File: src/rtl/pwm_capture_pkg.sv
// rtl/pwm_capture_pkg.sv - shared state encoding and helpers for PWM capture
`timescale 1ns/1ps
package pwm_capture_pkg;

   typedef enum logic [1:0] {
      IDLE = 2'd0,
      HIGH = 2'd1,
      LOW  = 2'd2
   } state_t;

   // Ceiling log2, for sizing counters from a maximum count.
   function automatic int clog2(input int value);
      int result;
      int v;
      result = 0;
      v = value - 1;
      while (v > 0) begin
         result = result + 1;
         v = v >> 1;
      end
      return result;
   endfunction

endpackage

File: src/rtl/pwm_capture_sync_edge.sv
// rtl/pwm_capture_sync_edge.sv - input synchronizer with registered rise/fall pulses
`timescale 1ns/1ps
module sync_edge #(
   parameter int SYNC_STAGES = 2
) (
   input  logic clk,
   input  logic rst,
   input  logic async_i,
   output logic level_o,
   output logic rise_o,
   output logic fall_o
);

   logic [SYNC_STAGES-1:0] sync_q;
   logic                   s_d_q;
   logic                   rise_q;
   logic                   fall_q;
   logic                   s;

   assign s = sync_q[SYNC_STAGES-1];

   // Synchronizer chain, then one edge-detect flop; pulses are registered so
   // level_o (s_d_q) is the new level in the same cycle a pulse is presented.
   always_ff @(posedge clk) begin
      if (rst) begin
         sync_q <= '0;
         s_d_q  <= 1'b0;
         rise_q <= 1'b0;
         fall_q <= 1'b0;
      end else begin
         sync_q <= {sync_q[SYNC_STAGES-2:0], async_i};
         s_d_q  <= s;
         rise_q <= s & ~s_d_q;
         fall_q <= ~s & s_d_q;
      end
   end

   assign level_o = s_d_q;
   assign rise_o  = rise_q;
   assign fall_o  = fall_q;

endmodule

File: src/rtl/pwm_capture.sv
// rtl/pwm_capture.sv - measures PWM period and high time, flags stuck inputs
`timescale 1ns/1ps
module pwm_capture
   import pwm_capture_pkg::*;
#(
   parameter int COUNTER_WIDTH  = 16,
   parameter int TIMEOUT_CYCLES = 65535,
   parameter int SYNC_STAGES    = 2
) (
   input  logic                     clk,
   input  logic                     rst,
   input  logic                     pwm_in,
   output logic [COUNTER_WIDTH-1:0] period,
   output logic [COUNTER_WIDTH-1:0] high_time,
   output logic                     valid,
   output logic                     stuck,
   output logic                     stuck_lvl
);

   localparam logic [COUNTER_WIDTH-1:0] ONE          = COUNTER_WIDTH'(1);
   localparam logic [COUNTER_WIDTH-1:0] TIMEOUT_LAST = COUNTER_WIDTH'(TIMEOUT_CYCLES - 1);

   logic rise;
   logic fall;
   logic level;

   state_t                   state_q;
   logic [COUNTER_WIDTH-1:0] cnt_q;
   logic [COUNTER_WIDTH-1:0] hcnt_q;
   logic [COUNTER_WIDTH-1:0] idle_q;
   logic [COUNTER_WIDTH-1:0] period_q;
   logic [COUNTER_WIDTH-1:0] high_time_q;
   logic                     valid_q;
   logic                     stuck_q;
   logic                     stuck_lvl_q;

   sync_edge #(
      .SYNC_STAGES(SYNC_STAGES)
   ) u_sync_edge (
      .clk     (clk),
      .rst     (rst),
      .async_i (pwm_in),
      .level_o (level),
      .rise_o  (rise),
      .fall_o  (fall)
   );

   // Measurement FSM with cycle counters, stuck timeout and published results.
   // A rise always wins over a timeout expiring in the same cycle.
   always_ff @(posedge clk) begin
      if (rst) begin
         state_q     <= IDLE;
         cnt_q       <= '0;
         hcnt_q      <= '0;
         idle_q      <= '0;
         period_q    <= '0;
         high_time_q <= '0;
         valid_q     <= 1'b0;
         stuck_q     <= 1'b0;
         stuck_lvl_q <= 1'b0;
      end else begin
         valid_q <= 1'b0;
         if (rise) begin
            idle_q  <= '0;
            stuck_q <= 1'b0;
            cnt_q   <= ONE;
            hcnt_q  <= ONE;
            state_q <= HIGH;
            // The first rise after reset or a stuck period only starts a measurement.
            if (state_q != IDLE) begin
               period_q    <= cnt_q;
               high_time_q <= hcnt_q;
               valid_q     <= 1'b1;
            end
         end else begin
            case (state_q)
               HIGH: begin
                  cnt_q <= cnt_q + ONE;
                  if (fall) begin
                     state_q <= LOW;
                  end else begin
                     hcnt_q <= hcnt_q + ONE;
                  end
               end
               LOW: begin
                  cnt_q <= cnt_q + ONE;
               end
               default: begin
               end
            endcase
            // Idle counter freezes once stuck so it cannot wrap while the pin is static.
            if (!stuck_q) begin
               idle_q <= idle_q + ONE;
               if (idle_q == TIMEOUT_LAST) begin
                  stuck_q     <= 1'b1;
                  stuck_lvl_q <= level;
                  state_q     <= IDLE;
               end
            end
         end
      end
   end

   assign period    = period_q;
   assign high_time = high_time_q;
   assign valid     = valid_q;
   assign stuck     = stuck_q;
   assign stuck_lvl = stuck_lvl_q;

endmodule

File: config.mk
export PLATFORM = sky130hd
export DESIGN_NAME = pwm_capture
export DESIGN_NICKNAME = d
export VERILOG_FILES = /design/src/rtl/pwm_capture_pkg.sv /design/src/rtl/pwm_capture_sync_edge.sv /design/src/rtl/pwm_capture.sv
export SDC_FILE = /design/constraint.sdc
export NUM_CORES = 1
export LEC_CHECK = 0
export CORE_MARGIN = 1
export CORE_UTILIZATION = 40
export CTS_CLUSTER_DIAMETER = 30
export DETAILED_ROUTE_END_ITERATION = 8
export HOLD_SLACK_MARGIN = 0.02
export PLACE_DENSITY = 0.7
export SLEW_MARGIN = 20
export SYNTH_ARGS = -nofsm -noshare
export SYNTH_HDL_FRONTEND = slang
export SYNTH_SLANG_ARGS = --single-unit
File: constraint.sdc
create_clock -name clk -period 1.59 [get_ports clk]
set_input_delay 0.318 -clock clk [delete_from_list [all_inputs] [get_ports clk]]
set_output_delay 0.318 -clock clk [all_outputs]
set_load 0.02 [all_outputs]
==> impl_metrics.py, run 1 <==
metrics = {
    "status": {
        "status": "completed",
    },
    "timing": {
        "fin_crit_sh": 0.978,
        "fmax_mhz": 643,
        "final-setup-viol-count": 0,
        "tightestPinTransition_ns": 0.360,
        "rsz0062_at_grt": "true",
        "final.setup_skew_ns": 0.0116,
        "timing.setup.tns_ns": 0,
        "finalMaxSlewViolations": 0,
        "min_period_ns": 1.56,
        "hold_violations": 0,
        "maxSlewHeadroom": 0.759,
    },
    "critical_path": {
        "path_delay_family": "simple AND/OR/NAND/NOR gates",
        "reg2reg_setup_slack_ns": 0.03,
        "critPathMaxStageDelay_ns": 0.37,
        "worstReg2RegStart": "state_q[0]$_SDFF_PP0_",
        "cp-start-kind": "flop",
        "timing.rr.end": "cnt_q[7]$_SDFFE_PP0P_",
        "worstPathMaxFanout": 5,
        "critPathCaptureType": "flop",
        "cp_slowest_cell": "dfxtp_4",
        "path_cells": "inv_1, ha_4, nand4_1, buf_4, nor3_2, xnor2_1, nor2_1",
        "worstRegToRegCells": 7,
        "cp.buffers_inverters": 2,
        "crit_required_ns": 1.84,
        "path_class": "reg -> reg",
        "worstPathArrival_ns": 1.80,
    },
    "clock_tree": {
        "numCtsBuffers": 9,
        "cts.clk_slew.worst_paths_ns": 0.09,
        "cts-root-buf": "clkbuf_8",
        "clk_latency_ns": 0.36,
        "cts_buffer_depth": 2,
        "cts_tree": "yes",
        "h-tree-depth": 3,
        "clock_sinks": 90,
        "cts_hold_buf": 0,
    },
    "pwr": {
        "leakagePower_nw": 1.84,
        "max-vdd-ir-drop_mv": 0.479,
        "power_density_nw_per_um2": 906,
        "power_mw": 4.15,
    },
    "yosys": {
        "yosysWarnings": 0,
        "ys_seq_area_frac": 0.500,
        "ys_ff_latch": 90,
        "syn_area_um2": 3600,
        "synth_flop_cell": "dfxtp_1",
        "syn_area_per_cell_um2": 8.55,
        "synthCells": 421,
        "synth_edf_count": 0,
        "ys_async_sr_fraction": 0,
        "synth.distinct_cells": 37,
        "syn_nets": 430,
    },
    "floorplanning": {
        "initial_core_util": 0.413,
        "rows": 34,
        "fp.dieH_um": 96.9,
        "die-width_um": 96.9,
        "die_area_um2": 9390,
        "core_um2": 8720,
        "ios": 38,
    },
    "layout": {
        "fin_nets": 491,
        "antenna_cells": 0,
        "syn2layout_area_growth_pct": 27.3,
        "stdcell_count": 595,
        "fin_util": 0.526,
        "drive_gt1_frac": 0.154,
        "n_fill_cell": 804,
    },
    "global_routing": {
        "grt_pass1_wl_um": 12700,
        "grt_max_degree": 30,
        "track_usage": 0.159,
        "grt.overflow.total": 0,
        "grt_pass1_vias": 2876,
        "antenna_found_initial": 0,
    },
    "hold_path": {
        "whs_path_depth": 1,
        "hold-path-endpoint": "u_sync_edge.rise_o$_SDFF_PP0_",
        "holdCritPathClass": "reg -> reg",
        "holdCritStartpoint": "u_sync_edge.level_o$_SDFF_PP0_",
    },
    "place": {
        "dp_hpwl_um": 4980,
        "gp_congestion": 0.804,
        "dp.cells": 575,
        "io_buffer_count": 37,
    },
    "job": {
        "cap_violations": 0,
    },
    "routing": {
        "drtAntennaViolNets": 0,
        "drc": 0,
        "wl_per_cell_um": 12.1,
        "num_vias": 2988,
        "drt-initial-drc-count": 105,
        "wirelength_um": 7210,
        "viasPerCell": 5.02,
        "firstDrtPassIters": 4,
    },
}
==> repair_timing <==
item	CTS	global route
pin swaps	0	4
endpoints found under the setup margin	40	22
gates resized for setup	34	24
setup buffers	0	4
==> cell usage after synthesis (2+ instances only) <==
master / number / area [um^2]
and3_1: 3 / 18.8
o31ai_1: 5 / 37.5
buf_1: 4 / 15.0
nor2_1: 45 / 169
a31oi_1: 2 / 12.5
mux2i_1: 4 / 40.0
a21oi_1: 45 / 225
nand2_1: 81 / 304
dfxtp_1: 90 / 1800
or3_1: 8 / 50.1
nand2b_1: 3 / 18.8
nand4_1: 14 / 87.6
inv_1: 6 / 22.5
buf_2: 4 / 20.0
xnor2_1: 11 / 96.3
or4_1: 4 / 30.0
and4_1: 4 / 35.0
nor2b_1: 8 / 50.1
o21ai_0: 8 / 40.0
nor3_1: 4 / 20.0
nand3_1: 13 / 65.1
xor2_1: 21 / 184
and4b_1: 2 / 20.0
nor4_1: 3 / 18.8
ha_1: 6 / 75.1
clkbuf_1: 12 / 45.0
==> cell families after synthesis <==
group,synth area share
buffers and inverters,0.0316
AND/OR/NAND/NOR,0.271
flip-flops,0.500
multiplexers,0.0111
XOR/XNOR,0.0778
adder cells (fa/ha/maj),0.0208
AO/OA/AOI/OAI,0.0876
==> metal layers <==
| layer | part of all wire | routed length [um] | vias to the layer above | track usage |
|---|---|---|---|---|
| li1 | - | - | 1542 | - |
| met1 | 0.48 | 3430 | 1391 | 0.201 |
| met2 | 0.47 | 3420 | 42 | 0.268 |
| met3 | 0.029 | 212 | 13 | 0.0318 |
| met4 | 0.020 | 146 | 0 | 0.0597 |
| met5 | 0 | 0 | - | 0 |
==> worst max path at each step <==
| stage | startpoint | end | slack [ns] | cells past startpoint |
|---|---|---|---|---|
| finish | state_q[0]$_SDFF_PP0_ | cnt_q[7]$_SDFFE_PP0P_ | 0.03 | 7 |
| global placement | state_q[0]$_SDFF_PP0_ | cnt_q[9]$_SDFFE_PP0P_ | 0.02 | 6 |
| detailed placement | state_q[0]$_SDFF_PP0_ | cnt_q[9]$_SDFFE_PP0P_ | -0.04 | 6 |
| CTS | state_q[1]$_SDFF_PP0_ | cnt_q[9]$_SDFFE_PP0P_ | -0.06 | 6 |
| global route | state_q[1]$_SDFF_PP0_ | hcnt_q[15]$_SDFFE_PP0P_ | -0.03 | 6 |
| floorplan | state_q[1]$_SDFF_PP0_ | hcnt_q[15]$_SDFFE_PP0P_ | 0.02 | 6 |
==> registers in the layout, summed over array words and instances (netlist names) <==
name                 cells
u_sync_edge.sync_q       2
u_sync_edge.rise_o       1
stuck_lvl                1
u_sync_edge.level_o      1
hcnt_q                  16
idle_q                  16
high_time               16
valid                    1
period                  16
u_sync_edge.fall_o       1
state_q                  2
cnt_q                   16
stuck                    1
==> stage by stage <==
stage	hold WS (ns)	area [um^2]	setup WS, ns
detailed placement	0.416	4270	-0.0368
global placement	0.400	4270	0.0196
CTS	0.425	4460	-0.0580
finish	0.428	4580	0.0350
floorplan	0.385	3610	0.0173
global route	0.430	4580	-0.0340
==> worst reg2reg max path, cell delays in order, from the launching register on <==
cell and delay (ns):
dfxtp_4 0.37, inv_1 0.07, ha_4 0.28, nand4_1 0.07, buf_4 0.19, nor3_2 0.25, xnor2_1 0.17, nor2_1 0.06
==> cell type report <==
| type | instances | area [um^2] | share of cell area |
|---|---|---|---|
| sequential | 90 | 1810 | 0.395 |
| multi-input combinational | 304 | 1780 | 0.388 |
| timing repair buffer | 71 | 611 | 0.133 |
| tap | 108 | 135 | 0.0295 |
| clock buffer | 9 | 124 | 0.0270 |
| clock inverter | 7 | 101 | 0.0221 |
| inverter | 6 | 25.0 | 0.00546 |
==> placed cells by master, fill, tap and decap left out, types with 5 or more instances in the layout <==
cell type / count
nand3_1: 12
dfxtp_1: 85
o31ai_1: 5
xor2_1: 21
nand4_1: 14
o21ai_0: 7
dlygate4sd2_1: 34
or3_1: 8
xnor2_1: 11
a21oi_1: 43
nand2_1: 81
nor2b_1: 7
buf_4: 32
inv_1: 5
clkbuf_8: 9
nor2_1: 44
==> power breakdown <==
part / internal (mW) / switching, mW / total, mW
Clock: 0.899 / 0.828 / 1.73
Sequential: 2.27 / 0.0141 / 2.28
Combinational: 0.0622 / 0.0819 / 0.144
Total: 3.23 / 0.924 / 4.15
No activity file was read; power rests on OpenSTA's default activity.
==> run 2, diff against run 1 <==
--- a/config.mk
+++ b/config.mk
@@ -5,12 +5,13 @@
 export SDC_FILE = /design/constraint.sdc
 export NUM_CORES = 1
 export LEC_CHECK = 0
+export ABC_AREA = 1
 export CORE_MARGIN = 1
-export CORE_UTILIZATION = 40
+export CORE_UTILIZATION = 23
 export CTS_CLUSTER_DIAMETER = 30
 export DETAILED_ROUTE_END_ITERATION = 8
 export HOLD_SLACK_MARGIN = 0.02
-export PLACE_DENSITY = 0.7
+export PLACE_DENSITY = 0.48
 export SLEW_MARGIN = 20
 export SYNTH_ARGS = -nofsm -noshare
 export SYNTH_HDL_FRONTEND = slang
==> run 2 against run 1 <==
Clock power is 37% higher. Register-to-register slack better by 0.095 ns. Synthesized cell count grew 26%. Die area is 85% higher. Via count increased by 13%. Critical path depth down 6. Utilization decreased by 23 points. Sequential cell count unchanged. Global-route usage fell by 5.4 points. Worst hold slack got worse by 0.023 ns. Sequential share of layout area down 2.9 points.
==> impl_metrics.py, run 2 <==
metrics = {
    "job": {
        "cap_violations": 0,
    },
    "floorplanning": {
        "die_area_um2": 17400,
        "rows": 47,
        "core_um2": 16500,
        "ios": 38,
        "die-width_um": 132,
        "fp.dieH_um": 132,
        "initial_core_util": 0.234,
    },
    "place": {
        "io_buffer_count": 37,
        "dp.cells": 785,
        "place_area_um2": 4590,
        "dp_hpwl_um": 6350,
        "gp_congestion": 0.772,
        "place_ws_ns": 0.0453,
    },
    "clock_tree": {
        "cts-root-buf": "clkbuf_16",
        "clock_sinks": 90,
        "cts_buffer_depth": 2,
        "h-tree-depth": 3,
        "numCtsBuffers": 9,
        "cts.clk_slew.worst_paths_ns": 0.06,
        "cts_tree": "yes",
        "clk_latency_ns": 0.35,
    },
    "yosys": {
        "synth_edf_count": 0,
        "syn_area_um2": 3870,
        "synth_most_common_cell": "nand2_1",
        "yosys.area.top_type": "dfxtp_1",
        "synth_common_cells": "93 x nand2_1, 90 x dfxtp_1, 90 x nor2_1",
        "synth_area_leaders": "dfxtp_1 47%, nand2_1 9.0%, nor2_1 8.7%, a21oi_1 6.7%, inv_1 5.8%",
        "ys_async_sr_fraction": 0,
        "synth.distinct_cells": 28,
        "ys_ff_latch": 90,
        "syn_nets": 539,
        "yosysWarnings": 0,
        "synth_flop_cell": "dfxtp_1",
        "ys_seq_area_frac": 0.465,
        "syn_area_per_cell_um2": 7.30,
        "synthCells": 530,
        "synth_top_cell_area_share": 0.465,
    },
    "routing": {
        "wirelength_um": 8750,
        "drc": 0,
        "drtAntennaViolNets": 0,
        "viasPerCell": 4.22,
        "firstDrtPassIters": 4,
        "num_vias": 3388,
        "wl_per_cell_um": 10.9,
        "drt-initial-drc-count": 150,
    },
    "pwr": {
        "leakagePower_nw": 2.12,
        "power_density_nw_per_um2": 979,
        "power_mw": 4.83,
        "max-vdd-ir-drop_mv": 0.524,
    },
    "critical_path": {
        "worstPathMaxFanout": 6,
        "crit_start": "stuck$_SDFF_PP0_",
        "cp.depth": 1,
        "reg2reg_setup_slack_ns": 0.13,
        "critPathCaptureType": "output pin",
        "timing.rr.end": "cnt_q[12]$_SDFFE_PP0P_",
        "path_delay_family": "flip-flops",
        "critPathMaxStageDelay_ns": 0.46,
        "cp.buffers_inverters": 1,
        "path_cells": "dlygate4sd2_1",
        "crit_required_ns": 1.27,
        "cp_slowest_cell": "dfxtp_1",
        "worstRegToRegCells": 9,
        "worstReg2RegStart": "state_q[0]$_SDFF_PP0_",
        "crit_path_end": "stuck",
        "path_class": "reg -> out",
        "worstPathArrival_ns": 1.18,
        "cp-start-kind": "flop",
    },
    "hold_path": {
        "holdCritPathClass": "reg -> reg",
        "whs_path_depth": 1,
    },
    "global_routing": {
        "track_usage": 0.105,
        "use_met2": 0.147,
        "top_usage_layer": "met1",
        "grt.overflow.total": 0,
        "grt_pass1_wl_um": 14600,
        "grt_use_met3": 0.0300,
        "grt_pass1_vias": 2985,
        "grt_max_degree": 39,
        "antenna_found_initial": 0,
        "met1_usage": 0.149,
    },
    "timing": {
        "timing.setup.tns_ns": 0,
        "maxSlewHeadroom": 0.778,
        "worst_hold_slack_ns": 0.404,
        "tightestPinTransition_ns": 0.332,
        "final.setup_skew_ns": 0.00932,
        "finalMaxSlewViolations": 0,
        "fin_crit_sh": 0.939,
        "fmax_mhz": 670,
        "final-setup-viol-count": 0,
        "finalWorstSetupSlack_ns": 0.0969,
        "hold_violations": 0,
        "min_period_ns": 1.49,
    },
    "layout": {
        "drive_gt1_frac": 0.118,
        "syn2layout_area_growth_pct": 27.5,
        "stdcell_count": 803,
        "final_common_cell": "nand2_1",
        "mostFrequentLayoutCells": "92 x nand2_1, 88 x nor2_1, 86 x dfxtp_1",
        "fin_util": 0.299,
        "finalInstanceArea_um2": 4940,
        "antenna_cells": 0,
        "fin_nets": 587,
    },
    "status": {
        "status": "completed",
    },
}
[run 2: changes by cell type in the layout (fill, tap and decap cells not counted), moves of 10 or more]
cell	delta
nor2_1	+44
xor2_1	-21
nand2_1	+11
inv_2	+11
o21ai_1	+33
inv_1	+54
xnor2_1	-10
buf_4	-22
o21ai_0	+11
[run 2: timing repair]
item	CTS	global route
buffers inserted	0	2
setup endpoints to repair	34	16
hold buffers	0	0
pin swaps	0	4
endpoints found under the hold margin	0	0
resized for setup	34	12
[run 2: per-layer routing]
metal	wire, um	part of all wire
met5	0	0
met4	168	0.019
met3	309	0.035
met2	3590	0.41
met1	4680	0.53
[run 2: how the worst min path moves through the flow]
stage / startpoint / to / slack (ns)
after global placement: u_sync_edge.sync_q[0]$_SDFF_PP0_ / u_sync_edge.sync_q[1]$_SDFF_PP0_ / 0.39
after detailed placement: u_sync_edge.sync_q[1]$_SDFF_PP0_ / u_sync_edge.fall_o$_SDFF_PP0_ / 0.40
final: u_sync_edge.sync_q[1]$_SDFF_PP0_ / u_sync_edge.fall_o$_SDFF_PP0_ / 0.40
after CTS: u_sync_edge.sync_q[1]$_SDFF_PP0_ / u_sync_edge.fall_o$_SDFF_PP0_ / 0.40
after global routing: u_sync_edge.sync_q[0]$_SDFF_PP0_ / u_sync_edge.sync_q[1]$_SDFF_PP0_ / 0.46
after floorplan: u_sync_edge.sync_q[0]$_SDFF_PP0_ / u_sync_edge.sync_q[1]$_SDFF_PP0_ / 0.39
[run 2: cell type report]
type	count	area [um^2]
clock buffers	10	239
clock inverters	6	93.8
fillers	1761	11600
inverters	71	267
multi-input cells	354	1750
flip-flops and latches	90	1810
well taps	220	275
repair buffers	52	505
[run 2: cells by family after synthesis]
| logic type | count (synthesis) | share of synthesized area |
|---|---|---|
| AND/OR/NAND/NOR | 240 | 0.281 |
| adder cells (fa/ha/maj) | 6 | 0.0194 |
| buffers and inverters | 86 | 0.0911 |
| XOR/XNOR | 1 | 0.00226 |
| flip-flops | 90 | 0.465 |
| AO/OA/AOI/OAI | 107 | 0.141 |
[run 2: report_power, final]
group,switching (mW),internal (mW)
registers,0.0182,2.28
logic,0.101,0.0666
clock network,0.932,1.44
total,1.05,3.78
==> run 3, diff against run 2 <==
--- a/config.mk
+++ b/config.mk
@@ -7,11 +7,11 @@
 export LEC_CHECK = 0
 export ABC_AREA = 1
 export CORE_MARGIN = 1
-export CORE_UTILIZATION = 23
+export CORE_UTILIZATION = 51
 export CTS_CLUSTER_DIAMETER = 30
 export DETAILED_ROUTE_END_ITERATION = 8
 export HOLD_SLACK_MARGIN = 0.02
-export PLACE_DENSITY = 0.48
+export PLACE_DENSITY = 0.83
 export SLEW_MARGIN = 20
 export SYNTH_ARGS = -nofsm -noshare
 export SYNTH_HDL_FRONTEND = slang
==> run 3 against run 2 <==
Wire length is 6.4% lower. Combinational power shrank 3%. Count of clock-buffer cells in the layout shrank 1. Cell area down 6.9%. Die area fell by 54%. Worst hold slack gained 0.0021 ns. Highest routed layer unchanged.
==> impl_metrics.py, run 3 (synthesized netlist as in run 2, its figures left out) <==
metrics = {
    "floorplanning": {
        "fp.dieH_um": 89.1,
        "rows": 31,
        "initial_core_util": 0.531,
        "die-width_um": 89.1,
        "ios": 38,
        "core_um2": 7290,
        "die_area_um2": 7940,
    },
    "hold_path": {
        "whs_path_depth": 2,
        "hold-path-endpoint": "u_sync_edge.sync_q[1]$_SDFF_PP0_",
        "holdCritStartpoint": "u_sync_edge.sync_q[0]$_SDFF_PP0_",
        "holdCritPathClass": "reg -> reg",
    },
    "critical_path": {
        "worstPathMaxFanout": 8,
        "timing.rr.end": "cnt_q[12]$_SDFFE_PP0P_",
        "cp-start-kind": "flop",
        "crit_required_ns": 1.89,
        "critPathCaptureType": "flop",
        "path_class": "reg -> reg",
        "worstPathArrival_ns": 1.82,
        "worstRegToRegCells": 8,
        "crit_start": "state_q[0]$_SDFF_PP0_",
        "worstReg2RegStart": "state_q[0]$_SDFF_PP0_",
        "reg2reg_setup_slack_ns": 0.07,
    },
    "global_routing": {
        "grt_max_degree": 32,
        "grt_pass1_wl_um": 13800,
        "track_usage": 0.226,
        "grt_pass1_vias": 3087,
        "antenna_found_initial": 0,
        "grt.overflow.total": 0,
    },
    "layout": {
        "final_common_cell": "nand2_1",
        "n_fill_cell": 649,
        "multi_input_area_um2": 1750,
        "fin_nets": 585,
        "seq_area_um2": 1810,
        "antenna_cells": 0,
        "mostFrequentLayoutCells": "92 x nand2_1, 89 x nor2_1, 86 x dfxtp_1",
        "syn2layout_area_growth_pct": 18.7,
        "drive_gt1_frac": 0.116,
        "fin_util": 0.630,
    },
    "routing": {
        "drt-initial-drc-count": 214,
        "drc": 0,
        "num_vias": 3432,
        "viasPerCell": 5.05,
        "drtAntennaViolNets": 0,
        "firstDrtPassIters": 5,
        "wl_per_cell_um": 12.0,
        "wirelength_um": 8180,
    },
    "place": {
        "io_buffer_count": 37,
        "dp_hpwl_um": 5890,
        "gp_congestion": 0.845,
    },
    "timing": {
        "maxSlewHeadroom": 0.768,
        "fmax_mhz": 656,
        "final-setup-viol-count": 0,
        "finalMaxSlewViolations": 0,
        "final.setup_skew_ns": 0.00770,
        "hold_violations": 0,
        "fin_crit_sh": 0.958,
        "tightestPinTransition_ns": 0.346,
        "min_period_ns": 1.52,
    },
    "clock_tree": {
        "h-tree-depth": 3,
        "cts_tree": "yes",
        "cts_hold_buf": 0,
        "clock_sinks": 90,
        "numCtsBuffers": 9,
        "clk_latency_ns": 0.36,
        "cts.clk_slew.worst_paths_ns": 0.08,
        "cts-root-buf": "clkbuf_8",
        "cts_buffer_depth": 2,
    },
    "job": {
        "cap_violations": 0,
    },
    "pwr": {
        "power_density_nw_per_um2": 854,
        "power_mw": 3.93,
        "leakagePower_nw": 2.03,
        "max-vdd-ir-drop_mv": 0.595,
    },
    "status": {
        "status": "completed",
    },
}
## run 3: power breakdown
group / internal (mW) / leakage, nW / switching, mW
Combinational: 0.0648 / 1.20 / 0.0986
Sequential: 2.27 / 0.728 / 0.0198
Clock: 0.709 / 0.0986 / 0.761
## run 3: layout make-up
class                           count  area share
Multi-Input combinational cell    354       0.382
Sequential cell                    90       0.393
Timing Repair Buffer               50       0.100
Clock buffer                        9      0.0270
Inverter                           71      0.0580
Clock inverter                      6      0.0128
Tap cell                           99      0.0270
## run 3: how the worst max path moves through the flow
stage	slack, ns	endpoint
6_report	0.07	cnt_q[12]$_SDFFE_PP0P_
5_1_grt	-0.003	cnt_q[12]$_SDFFE_PP0P_
4_1_cts	0.009	cnt_q[12]$_SDFFE_PP0P_
3_5_place_dp	0.02	idle_q[5]$_SDFFE_PP0N_
3_3_place_gp	0.1	cnt_q[13]$_SDFFE_PP0P_
2_1_floorplan	0.12	cnt_q[13]$_SDFFE_PP0P_
## run 3: worst max-delay path, stage by stage (launching register included)
cell	delay, ns
dfxtp_2	0.34
inv_1	0.07
ha_4	0.29
nand3_4	0.08
nor3_4	0.36
nand3_2	0.12
nand2_1	0.07
nand2_1	0.05
nor2_1	0.09
## run 3: repair_timing
item                                    4_1_cts  5_1_grt
pin swaps                                     0        5
endpoints found under the setup margin       35       13
gates resized for setup                      35       12
buffers inserted                              0        2
cloned                                        0        0
## run 3: routing by layer
layer  vias to the layer above  global-route usage  wire (um)
met5                         -                   0          0
met4                         0              0.0981        165
met3                        16              0.0406        364
met2                        82               0.353       3690
met1                      1545               0.307       3970
li1                       1789                   -          -
## run 3: through the flow
step           setup slack [ns]  instance area [um^2]  hold slack (ns)  std cells  TNS (ns)
2_1_floorplan             0.122                  3870            0.388        530         0
3_3_place_gp             0.0981                  4390            0.390        662         0
3_5_place_dp             0.0192                  4390            0.397        662         0
4_1_cts                 0.00897                  4530            0.408        677         0
5_1_grt                -0.00313                  4600            0.433        679  -0.00313
6_report                 0.0664                  4600            0.406        679         0
